**config.mk**
```make
export PLATFORM = sky130hd
export DESIGN_NAME = mem_port_arbiter_flat
export DESIGN_NICKNAME = d
export VERILOG_FILES = /design/src/rtl/mem_port_arbiter_if.sv /design/src/rtl/mem_port_arbiter.sv /design/src/flat_wrapper.sv
export SDC_FILE = /design/constraint.sdc
export NUM_CORES = 1
export LEC_CHECK = 0
export ABC_CLOCK_PERIOD_IN_PS = 4700
export BUFFER_PORTS_ARGS = -buffer_cell sky130_fd_sc_hd__buf_4
export CORE_MARGIN = 5
export CORE_UTILIZATION = 48
export CTS_CLUSTER_SIZE = 28
export DETAILED_ROUTE_END_ITERATION = 12
export GPL_ROUTABILITY_DRIVEN = 0
export HOLD_SLACK_MARGIN = 0.05
export PLACE_DENSITY = 0.86
export SLEW_MARGIN = 15
export SYNTH_ARGS = -nofsm -noshare
export SYNTH_HDL_FRONTEND = slang
export SYNTH_SLANG_ARGS = --single-unit
```
**constraint.sdc**
```tcl
create_clock -name clk_sys -period 4.7 [get_ports clk_sys]
set_input_delay 0.94 -clock clk_sys [delete_from_list [all_inputs] [get_ports clk_sys]]
set_output_delay 0.94 -clock clk_sys [all_outputs]
set_load 0.02 [all_outputs]
```
**src/rtl/mem_port_arbiter_if.sv**
```systemverilog
// Bundle of requester handshakes and the shared sram port around mem_port_arbiter.
// The slave modport is the arbiter's view; master is the surrounding requesters plus sram.
interface mem_port_arbiter_if #(
  parameter int AW = 25
);
  logic          copy_req;
  logic          copy_we;
  logic [AW-1:0] copy_addr;
  logic [15:0]   copy_din;
  logic          copy_ack;

  logic          cpu_req;
  logic          cpu_we;
  logic [AW-1:0] cpu_addr;
  logic [15:0]   cpu_din;
  logic [1:0]    cpu_wtbt;
  logic          cpu_ack;

  logic          dsk_req;
  logic          dsk_we;
  logic [AW-1:0] dsk_addr;
  logic [15:0]   dsk_din;
  logic          dsk_ack;

  logic [15:0]   rd_data;

  logic [AW-1:0] ram_addr;
  logic [15:0]   ram_din;
  logic [1:0]    ram_wtbt;
  logic          ram_we;
  logic          ram_rd;
  logic          ram_ready;
  logic [15:0]   ram_dout;

  logic          busy;
  logic          timeout_err;

  modport slave (
    input  copy_req, copy_we, copy_addr, copy_din,
    output copy_ack,
    input  cpu_req, cpu_we, cpu_addr, cpu_din, cpu_wtbt,
    output cpu_ack,
    input  dsk_req, dsk_we, dsk_addr, dsk_din,
    output dsk_ack,
    output rd_data,
    output ram_addr, ram_din, ram_wtbt, ram_we, ram_rd,
    input  ram_ready, ram_dout,
    output busy, timeout_err
  );

  modport master (
    output copy_req, copy_we, copy_addr, copy_din,
    input  copy_ack,
    output cpu_req, cpu_we, cpu_addr, cpu_din, cpu_wtbt,
    input  cpu_ack,
    output dsk_req, dsk_we, dsk_addr, dsk_din,
    input  dsk_ack,
    input  rd_data,
    input  ram_addr, ram_din, ram_wtbt, ram_we, ram_rd,
    output ram_ready, ram_dout,
    input  busy, timeout_err
  );
endinterface

```
**src/rtl/mem_port_arbiter.sv**
```systemverilog
// Three-way arbiter for the single sram port: copy loader, mapped CPU bus and disk DMA.
// One transaction at a time, latched at grant, single-cycle ack, DMA anti-starvation.
module mem_port_arbiter #(
  parameter int AW          = 25,
  parameter int TIMEOUT     = 255,
  parameter int DSK_MAXWAIT = 8
) (
  input  logic              clk_sys,
  input  logic              init_n,
  mem_port_arbiter_if.slave bus
);

  localparam int TW = (TIMEOUT < 2) ? 1 : $clog2(TIMEOUT + 1);
  localparam logic [TW-1:0] TO_LAST = TW'(TIMEOUT - 1);

  localparam logic [1:0] ST_IDLE  = 2'd0;
  localparam logic [1:0] ST_ISSUE = 2'd1;
  localparam logic [1:0] ST_WAIT  = 2'd2;
  localparam logic [1:0] ST_DONE  = 2'd3;

  localparam logic [1:0] GR_COPY = 2'd0;
  localparam logic [1:0] GR_CPU  = 2'd1;
  localparam logic [1:0] GR_DSK  = 2'd2;

  logic [1:0]    state;
  logic [1:0]    grant;
  logic          lat_we;
  logic [TW-1:0] to_cnt;
  logic [3:0]    starve_cnt;

  logic [AW-1:0] ram_addr_q;
  logic [15:0]   ram_din_q;
  logic [1:0]    ram_wtbt_q;
  logic          ram_we_q;
  logic          ram_rd_q;
  logic [15:0]   rd_data_q;
  logic          copy_ack_q;
  logic          cpu_ack_q;
  logic          dsk_ack_q;
  logic          timeout_err_q;

  logic          dsk_forced;
  logic          win_valid;
  logic [1:0]    win_sel;
  logic          win_we;
  logic [AW-1:0] win_addr;
  logic [15:0]   win_din;
  logic [1:0]    win_wtbt;
  logic          win_empty;
  logic          ram_done;
  logic          ram_expired;

  assign dsk_forced = ({28'd0, starve_cnt} >= 32'(DSK_MAXWAIT));

  // Fixed priority with the starved DMA slotted in between copy and CPU.
  always_comb begin
    win_valid = 1'b0;
    win_sel   = GR_CPU;
    win_we    = 1'b0;
    win_addr  = '0;
    win_din   = '0;
    win_wtbt  = 2'b11;
    if (bus.copy_req) begin
      win_valid = 1'b1;
      win_sel   = GR_COPY;
      win_we    = bus.copy_we;
      win_addr  = bus.copy_addr;
      win_din   = bus.copy_din;
    end else if (bus.dsk_req && dsk_forced) begin
      win_valid = 1'b1;
      win_sel   = GR_DSK;
      win_we    = bus.dsk_we;
      win_addr  = bus.dsk_addr;
      win_din   = bus.dsk_din;
    end else if (bus.cpu_req) begin
      win_valid = 1'b1;
      win_sel   = GR_CPU;
      win_we    = bus.cpu_we;
      win_addr  = bus.cpu_addr;
      win_din   = bus.cpu_din;
      win_wtbt  = bus.cpu_wtbt;
    end else if (bus.dsk_req) begin
      win_valid = 1'b1;
      win_sel   = GR_DSK;
      win_we    = bus.dsk_we;
      win_addr  = bus.dsk_addr;
      win_din   = bus.dsk_din;
    end
  end

  assign win_empty   = win_valid && (win_sel == GR_CPU) && win_we && (win_wtbt == 2'b00);
  assign ram_done    = (state == ST_WAIT) && bus.ram_ready;
  assign ram_expired = (state == ST_WAIT) && !bus.ram_ready && (to_cnt == TO_LAST);

  always_ff @(posedge clk_sys or negedge init_n) begin
    if (!init_n) begin
      state         <= ST_IDLE;
      grant         <= GR_COPY;
      lat_we        <= 1'b0;
      ram_addr_q    <= '0;
      ram_din_q     <= '0;
      ram_wtbt_q    <= '0;
      ram_we_q      <= 1'b0;
      ram_rd_q      <= 1'b0;
      copy_ack_q    <= 1'b0;
      cpu_ack_q     <= 1'b0;
      dsk_ack_q     <= 1'b0;
      timeout_err_q <= 1'b0;
    end else begin
      ram_we_q      <= 1'b0;
      ram_rd_q      <= 1'b0;
      copy_ack_q    <= 1'b0;
      cpu_ack_q     <= 1'b0;
      dsk_ack_q     <= 1'b0;
      timeout_err_q <= 1'b0;
      case (state)
        ST_IDLE: begin
          if (win_valid) begin
            grant      <= win_sel;
            lat_we     <= win_we;
            ram_addr_q <= win_addr & ~AW'(1);
            ram_din_q  <= win_din;
            ram_wtbt_q <= win_wtbt;
            if (win_empty) begin
              cpu_ack_q <= 1'b1;
              state     <= ST_DONE;
            end else begin
              ram_we_q  <= win_we;
              ram_rd_q  <= ~win_we;
              state     <= ST_ISSUE;
            end
          end
        end
        ST_ISSUE: state <= ST_WAIT;
        ST_WAIT: begin
          if (ram_done || ram_expired) begin
            copy_ack_q    <= (grant == GR_COPY);
            cpu_ack_q     <= (grant == GR_CPU);
            dsk_ack_q     <= (grant == GR_DSK);
            timeout_err_q <= ram_expired;
            state         <= ST_DONE;
          end
        end
        default: state <= ST_IDLE;
      endcase
    end
  end

  // The wait budget restarts with every strobe, so each transaction gets the full window.
  always_ff @(posedge clk_sys or negedge init_n) begin
    if (!init_n) begin
      to_cnt <= '0;
    end else if (state == ST_ISSUE) begin
      to_cnt <= '0;
    end else if ((state == ST_WAIT) && !ram_done && !ram_expired) begin
      to_cnt <= to_cnt + 1'b1;
    end
  end

  always_ff @(posedge clk_sys or negedge init_n) begin
    if (!init_n) begin
      rd_data_q <= '0;
    end else if (ram_done && !lat_we) begin
      rd_data_q <= bus.ram_dout;
    end else if (ram_expired && !lat_we) begin
      rd_data_q <= 16'hFFFF;
    end
  end

  // Counts CPU wins that overtook a waiting DMA request; copy wins leave it alone.
  always_ff @(posedge clk_sys or negedge init_n) begin
    if (!init_n) begin
      starve_cnt <= '0;
    end else if (state == ST_IDLE) begin
      if (!bus.dsk_req) begin
        starve_cnt <= '0;
      end else if (win_valid && (win_sel == GR_DSK)) begin
        starve_cnt <= '0;
      end else if (win_valid && (win_sel == GR_CPU) && (starve_cnt != 4'hF)) begin
        starve_cnt <= starve_cnt + 4'd1;
      end
    end
  end

  assign bus.copy_ack    = copy_ack_q;
  assign bus.cpu_ack     = cpu_ack_q;
  assign bus.dsk_ack     = dsk_ack_q;
  assign bus.rd_data     = rd_data_q;
  assign bus.ram_addr    = ram_addr_q;
  assign bus.ram_din     = ram_din_q;
  assign bus.ram_wtbt    = ram_wtbt_q;
  assign bus.ram_we      = ram_we_q;
  assign bus.ram_rd      = ram_rd_q;
  assign bus.busy        = (state != ST_IDLE);
  assign bus.timeout_err = timeout_err_q;

endmodule

```
**src/flat_wrapper.sv**
```systemverilog
// flat-port wrapper written by rule: the top's interface ports become plain ports
module mem_port_arbiter_flat 
#(
  parameter int AW          = 25,
  parameter int TIMEOUT     = 255,
  parameter int DSK_MAXWAIT = 8
)
  (clk_sys, init_n, bus_copy_req, bus_copy_we, bus_copy_addr, bus_copy_din, bus_copy_ack, bus_cpu_req, bus_cpu_we, bus_cpu_addr, bus_cpu_din, bus_cpu_wtbt, bus_cpu_ack, bus_dsk_req, bus_dsk_we, bus_dsk_addr, bus_dsk_din, bus_dsk_ack, bus_rd_data, bus_ram_addr, bus_ram_din, bus_ram_wtbt, bus_ram_we, bus_ram_rd, bus_ram_ready, bus_ram_dout, bus_busy, bus_timeout_err);
  mem_port_arbiter_if #(.AW(AW)) bus_i ();
  input  logic clk_sys;
  input  logic init_n;
  input wire logic [$bits(bus_i.copy_req)-1:0] bus_copy_req;
  input wire logic [$bits(bus_i.copy_we)-1:0] bus_copy_we;
  input wire logic [$bits(bus_i.copy_addr)-1:0] bus_copy_addr;
  input wire logic [$bits(bus_i.copy_din)-1:0] bus_copy_din;
  output wire logic [$bits(bus_i.copy_ack)-1:0] bus_copy_ack;
  input wire logic [$bits(bus_i.cpu_req)-1:0] bus_cpu_req;
  input wire logic [$bits(bus_i.cpu_we)-1:0] bus_cpu_we;
  input wire logic [$bits(bus_i.cpu_addr)-1:0] bus_cpu_addr;
  input wire logic [$bits(bus_i.cpu_din)-1:0] bus_cpu_din;
  input wire logic [$bits(bus_i.cpu_wtbt)-1:0] bus_cpu_wtbt;
  output wire logic [$bits(bus_i.cpu_ack)-1:0] bus_cpu_ack;
  input wire logic [$bits(bus_i.dsk_req)-1:0] bus_dsk_req;
  input wire logic [$bits(bus_i.dsk_we)-1:0] bus_dsk_we;
  input wire logic [$bits(bus_i.dsk_addr)-1:0] bus_dsk_addr;
  input wire logic [$bits(bus_i.dsk_din)-1:0] bus_dsk_din;
  output wire logic [$bits(bus_i.dsk_ack)-1:0] bus_dsk_ack;
  output wire logic [$bits(bus_i.rd_data)-1:0] bus_rd_data;
  output wire logic [$bits(bus_i.ram_addr)-1:0] bus_ram_addr;
  output wire logic [$bits(bus_i.ram_din)-1:0] bus_ram_din;
  output wire logic [$bits(bus_i.ram_wtbt)-1:0] bus_ram_wtbt;
  output wire logic [$bits(bus_i.ram_we)-1:0] bus_ram_we;
  output wire logic [$bits(bus_i.ram_rd)-1:0] bus_ram_rd;
  input wire logic [$bits(bus_i.ram_ready)-1:0] bus_ram_ready;
  input wire logic [$bits(bus_i.ram_dout)-1:0] bus_ram_dout;
  output wire logic [$bits(bus_i.busy)-1:0] bus_busy;
  output wire logic [$bits(bus_i.timeout_err)-1:0] bus_timeout_err;
  assign bus_i.copy_req = bus_copy_req;
  assign bus_i.copy_we = bus_copy_we;
  assign bus_i.copy_addr = bus_copy_addr;
  assign bus_i.copy_din = bus_copy_din;
  assign bus_copy_ack = bus_i.copy_ack;
  assign bus_i.cpu_req = bus_cpu_req;
  assign bus_i.cpu_we = bus_cpu_we;
  assign bus_i.cpu_addr = bus_cpu_addr;
  assign bus_i.cpu_din = bus_cpu_din;
  assign bus_i.cpu_wtbt = bus_cpu_wtbt;
  assign bus_cpu_ack = bus_i.cpu_ack;
  assign bus_i.dsk_req = bus_dsk_req;
  assign bus_i.dsk_we = bus_dsk_we;
  assign bus_i.dsk_addr = bus_dsk_addr;
  assign bus_i.dsk_din = bus_dsk_din;
  assign bus_dsk_ack = bus_i.dsk_ack;
  assign bus_rd_data = bus_i.rd_data;
  assign bus_ram_addr = bus_i.ram_addr;
  assign bus_ram_din = bus_i.ram_din;
  assign bus_ram_wtbt = bus_i.ram_wtbt;
  assign bus_ram_we = bus_i.ram_we;
  assign bus_ram_rd = bus_i.ram_rd;
  assign bus_i.ram_ready = bus_ram_ready;
  assign bus_i.ram_dout = bus_ram_dout;
  assign bus_busy = bus_i.busy;
  assign bus_timeout_err = bus_i.timeout_err;
  mem_port_arbiter #(.AW(AW), .TIMEOUT(TIMEOUT), .DSK_MAXWAIT(DSK_MAXWAIT)) u_core (.clk_sys(clk_sys), .init_n(init_n), .bus(bus_i));
endmodule
```
==> run_results.csv <==
group,metric,value,unit
clock_tree,insertion_delay,0.35,ns
global_route,grt_pass1_wl,18300,um
layout,nets,715,
clock_tree,ctsLongestPathBuffers,2,
floorplanning,dieArea,9730,um^2
synth,syn_nets,518,
global_route,grt_use_met3,9.13,%
synth,synth.top_cell.area_share,53.7,%
clock_tree,clock_sinks,81,
sta,finClkSkew,0.00735,ns
sta,fmax,355,MHz
worst_setup_path,crit_path_top_delay_cell,"and2_1",
global_route,top_usage_layer,"met2",
sta,fin_crit,2.82,ns
worst_setup_path,cp.required,4.95,ns
clock_tree,post_cts_buffers,0,
sta,whs,0.477,ns
layout,stdcell_area,5620,um^2
status,outcome,"complete, no violations",
clock_tree,cts_tree,"done",
clock_tree,hold_buffers,0,
drt,drt_wl_total,11700,um
drt,drtIter0Drc,372,
sta,tns,0,ns
floorplanning,die_y,98.7,um
synth,synth.most_common_cell,"dfrtp_1",
sta,timing.final.crit_share,59.9,%
drt,drc,0,
synth,avgSynthCellArea,10.5,um^2
global_route,grt_max_degree,82,
clock_tree,htreeDepth,3,
worst_setup_path,start_kind,"input port",
layout,area_growth,48.8,%
power_and_ir_drop,peakVddDrop,0.000306,V
worst_setup_path,crit_path_end_kind,"flop",
drt,dr_total_vias,3739,
synth,synthTopCellsByArea,"dfrtp_1 54%, a222oi_1 10%, nand2_1 5.4%",
sta,slew_headroom,22.1,%
synth,yosysTopAreaCell,"dfrtp_1",
floorplanning,start_util,49.1,%
drt,detail-route-antenna-nets,0,
synth,synthFlopType,"dfrtp_1",
worst_setup_path,crit_fanout,51,
synth,ys_ff_latch,81,
synth,synth-edff-count,0,
drt,drt_pass1_iterations,8,
floorplanning,coreArea,7690,um^2
sta,finalMaxSlewViolations,0,
sta,worstMarginPinSlew,1.17,ns
layout,drive_above_1_share,41.8,%
sta,setup_viol,0,
placed_design,portBuffers,211,
worst_setup_path,crit_top_cell,"buf_4",
worst_hold_path,hp-class,"reg -> reg",
global_route,use_met2,40.9,%
worst_setup_path,cp_data_arrival_time,3.07,ns
worst_setup_path,path_buf_inv,2,
global_route,grt_pass1_vias,3829,
power_and_ir_drop,p_leak,2.72,nW
synth,ys.warnings.count,0,
synth,syn-cell-area,3770,um^2
global_route,grt_overflow_total,0,
flow_run,cap_viol_max_count,0,
global_route,grt_usage,23.4,%
drt,drt-vias-per-instance,5.63,
synth,synth_top_cells_by_count,"81 x dfrtp_1, 54 x nand2_1, 39 x a222oi_1",
floorplanning,rows,32,
synth,netlist_instances,360,
placed_design,place_area,5380,um^2
clock_tree,cts_resized,0,
floorplanning,die_w,98.7,um
worst_setup_path,slowest_delay,0.94,ns
placed_design,hpwl,8890,um
global_route,antenna_found_initial,0,
worst_setup_path,critPathKind,"in -> reg",
synth,async_reset_ff_share,100,%
drt,wl_per_cell,17.6,um
sta,grt_setup_unrepaired,"false",
synth,synth_cell_types,50,
power_and_ir_drop,p_per_area,560,nW/um^2
clock_tree,numCtsBuffers,9,
clock_tree,cts.clk_slew.worst_paths,0.08,ns
worst_setup_path,path_delay_family,"simple AND/OR/NAND/NOR gates",
floorplanning,num_io_pins,216,
layout,fin_util,73.1,%
layout,diodes,0,
worst_setup_path,crit_chain,"buf_4, nor2b_1, and2_1, buf_4, a222oi_1, o21ai_0",
clock_tree,cts-root-buf,"clkbuf_8",
global_route,met1_usage,24.8,%
synth,ys_seq_area_share,53.7,%
sta,hold_viol_final,0,
## layout by cell type, fill, tap and decap left out, types with 5 or more instances in the layout
master,instances
nand3_1,5
ha_1,8
o22a_1,16
a21oi_1,8
o21ai_1,19
clkbuf_8,11
buf_4,215
a222oi_1,39
dfrtp_1,81
nor2_1,9
o21ai_0,30
nand2_1,54
inv_1,9
## metrics by stage
| step | setup slack [ns] | cells | total power (W) |
|---|---|---|---|
| detailed placement | 1.52 | 648 | 0.00260 |
| global placement | 1.67 | 648 | 0.00254 |
| floorplan | 2.74 | 360 | 0.00194 |
| finish | 1.88 | 664 | 0.00315 |
| CTS | 1.88 | 664 | 0.00317 |
| global route | 1.69 | 664 | 0.00334 |
## logic make-up after synthesis
kind of cell / count (synthesis) / share of synthesized area (%)
AOI/OAI and AO/OA: 126 / 24.7
xor gates and xnor gates: 4 / 0.929
adders and majority gates: 8 / 2.65
buffers and inverters: 38 / 4.58
DFF: 81 / 53.7
muxes: 3 / 0.862
other: 1 / 0.0994
and+or+nand+nor: 99 / 12.5
## power breakdown
part           total, W  switching, W  leakage, nW  internal (W)
clock network  0.000574      0.000246        0.109      0.000328
logic           0.00143      0.000814         1.59      0.000616
registers       0.00114      0.000169         1.02      0.000973
total           0.00315       0.00123         2.72       0.00192
## worst register-to-register path, stage by stage (launching register included)
cell and delay [ns]:
dfrtp_1 0.41, nand2b_1 0.16, and2_1 0.91, buf_4 0.34, a222oi_1 0.09, o21ai_0 0.22
## flip-flops by register name, indices dropped and copies added, names as in the netlist
signal	cells
u_core.bus.copy_ack	1
u_core.bus.ram_rd	1
u_core.grant	2
u_core.lat_we	1
u_core.bus.ram_addr	24
u_core.bus.dsk_ack	1
u_core.bus.ram_din	16
u_core.bus.timeout_err	1
u_core.starve_cnt	4
u_core.to_cnt	8
u_core.bus.ram_we	1
u_core.state	2
u_core.bus.cpu_ack	1
u_core.bus.rd_data	16
u_core.bus.ram_wtbt	2
## final cells by class
class                      count  area (um^2)
clock buffer                  12          155
inverter                       9         33.8
tap                          102          128
sequential                    81         2030
fill                         569         2070
clock inverter                 4         75.1
timing repair buffer         215         1610
multi-input combinational    241         1580
## final timing paths
| check | slack [ns] | cells past startpoint | end | start |
|---|---|---|---|---|
| min in group asynchronous | 0.75 | 1 | u_core.to_cnt[5] | init_n |
| max | 1.88 | 6 | u_core.bus.ram_addr[4] | bus_copy_req |
| max in group asynchronous | 3.33 | 1 | u_core.bus.ram_addr[21] | init_n |
| min reg2reg | 0.48 | 2 | u_core.bus.ram_wtbt[0] | u_core.bus.ram_wtbt[0] |
| min | 0.48 | 2 | u_core.bus.ram_wtbt[0] | u_core.bus.ram_wtbt[0] |
| max reg2reg | 2.47 | 5 | u_core.bus.ram_addr[4] | u_core.starve_cnt[3] |
## routing by layer
| layer | routed length, um | share of wire, % | vias up |
|---|---|---|---|
| li1 | - | - | 1757 |
| met1 | 4060 | 35 | 1761 |
| met2 | 6030 | 51 | 188 |
| met3 | 1200 | 10 | 33 |
| met4 | 433 | 3.7 | 0 |
| met5 | 0 | 0 | - |
No activity file was read; power rests on OpenSTA's default activity.
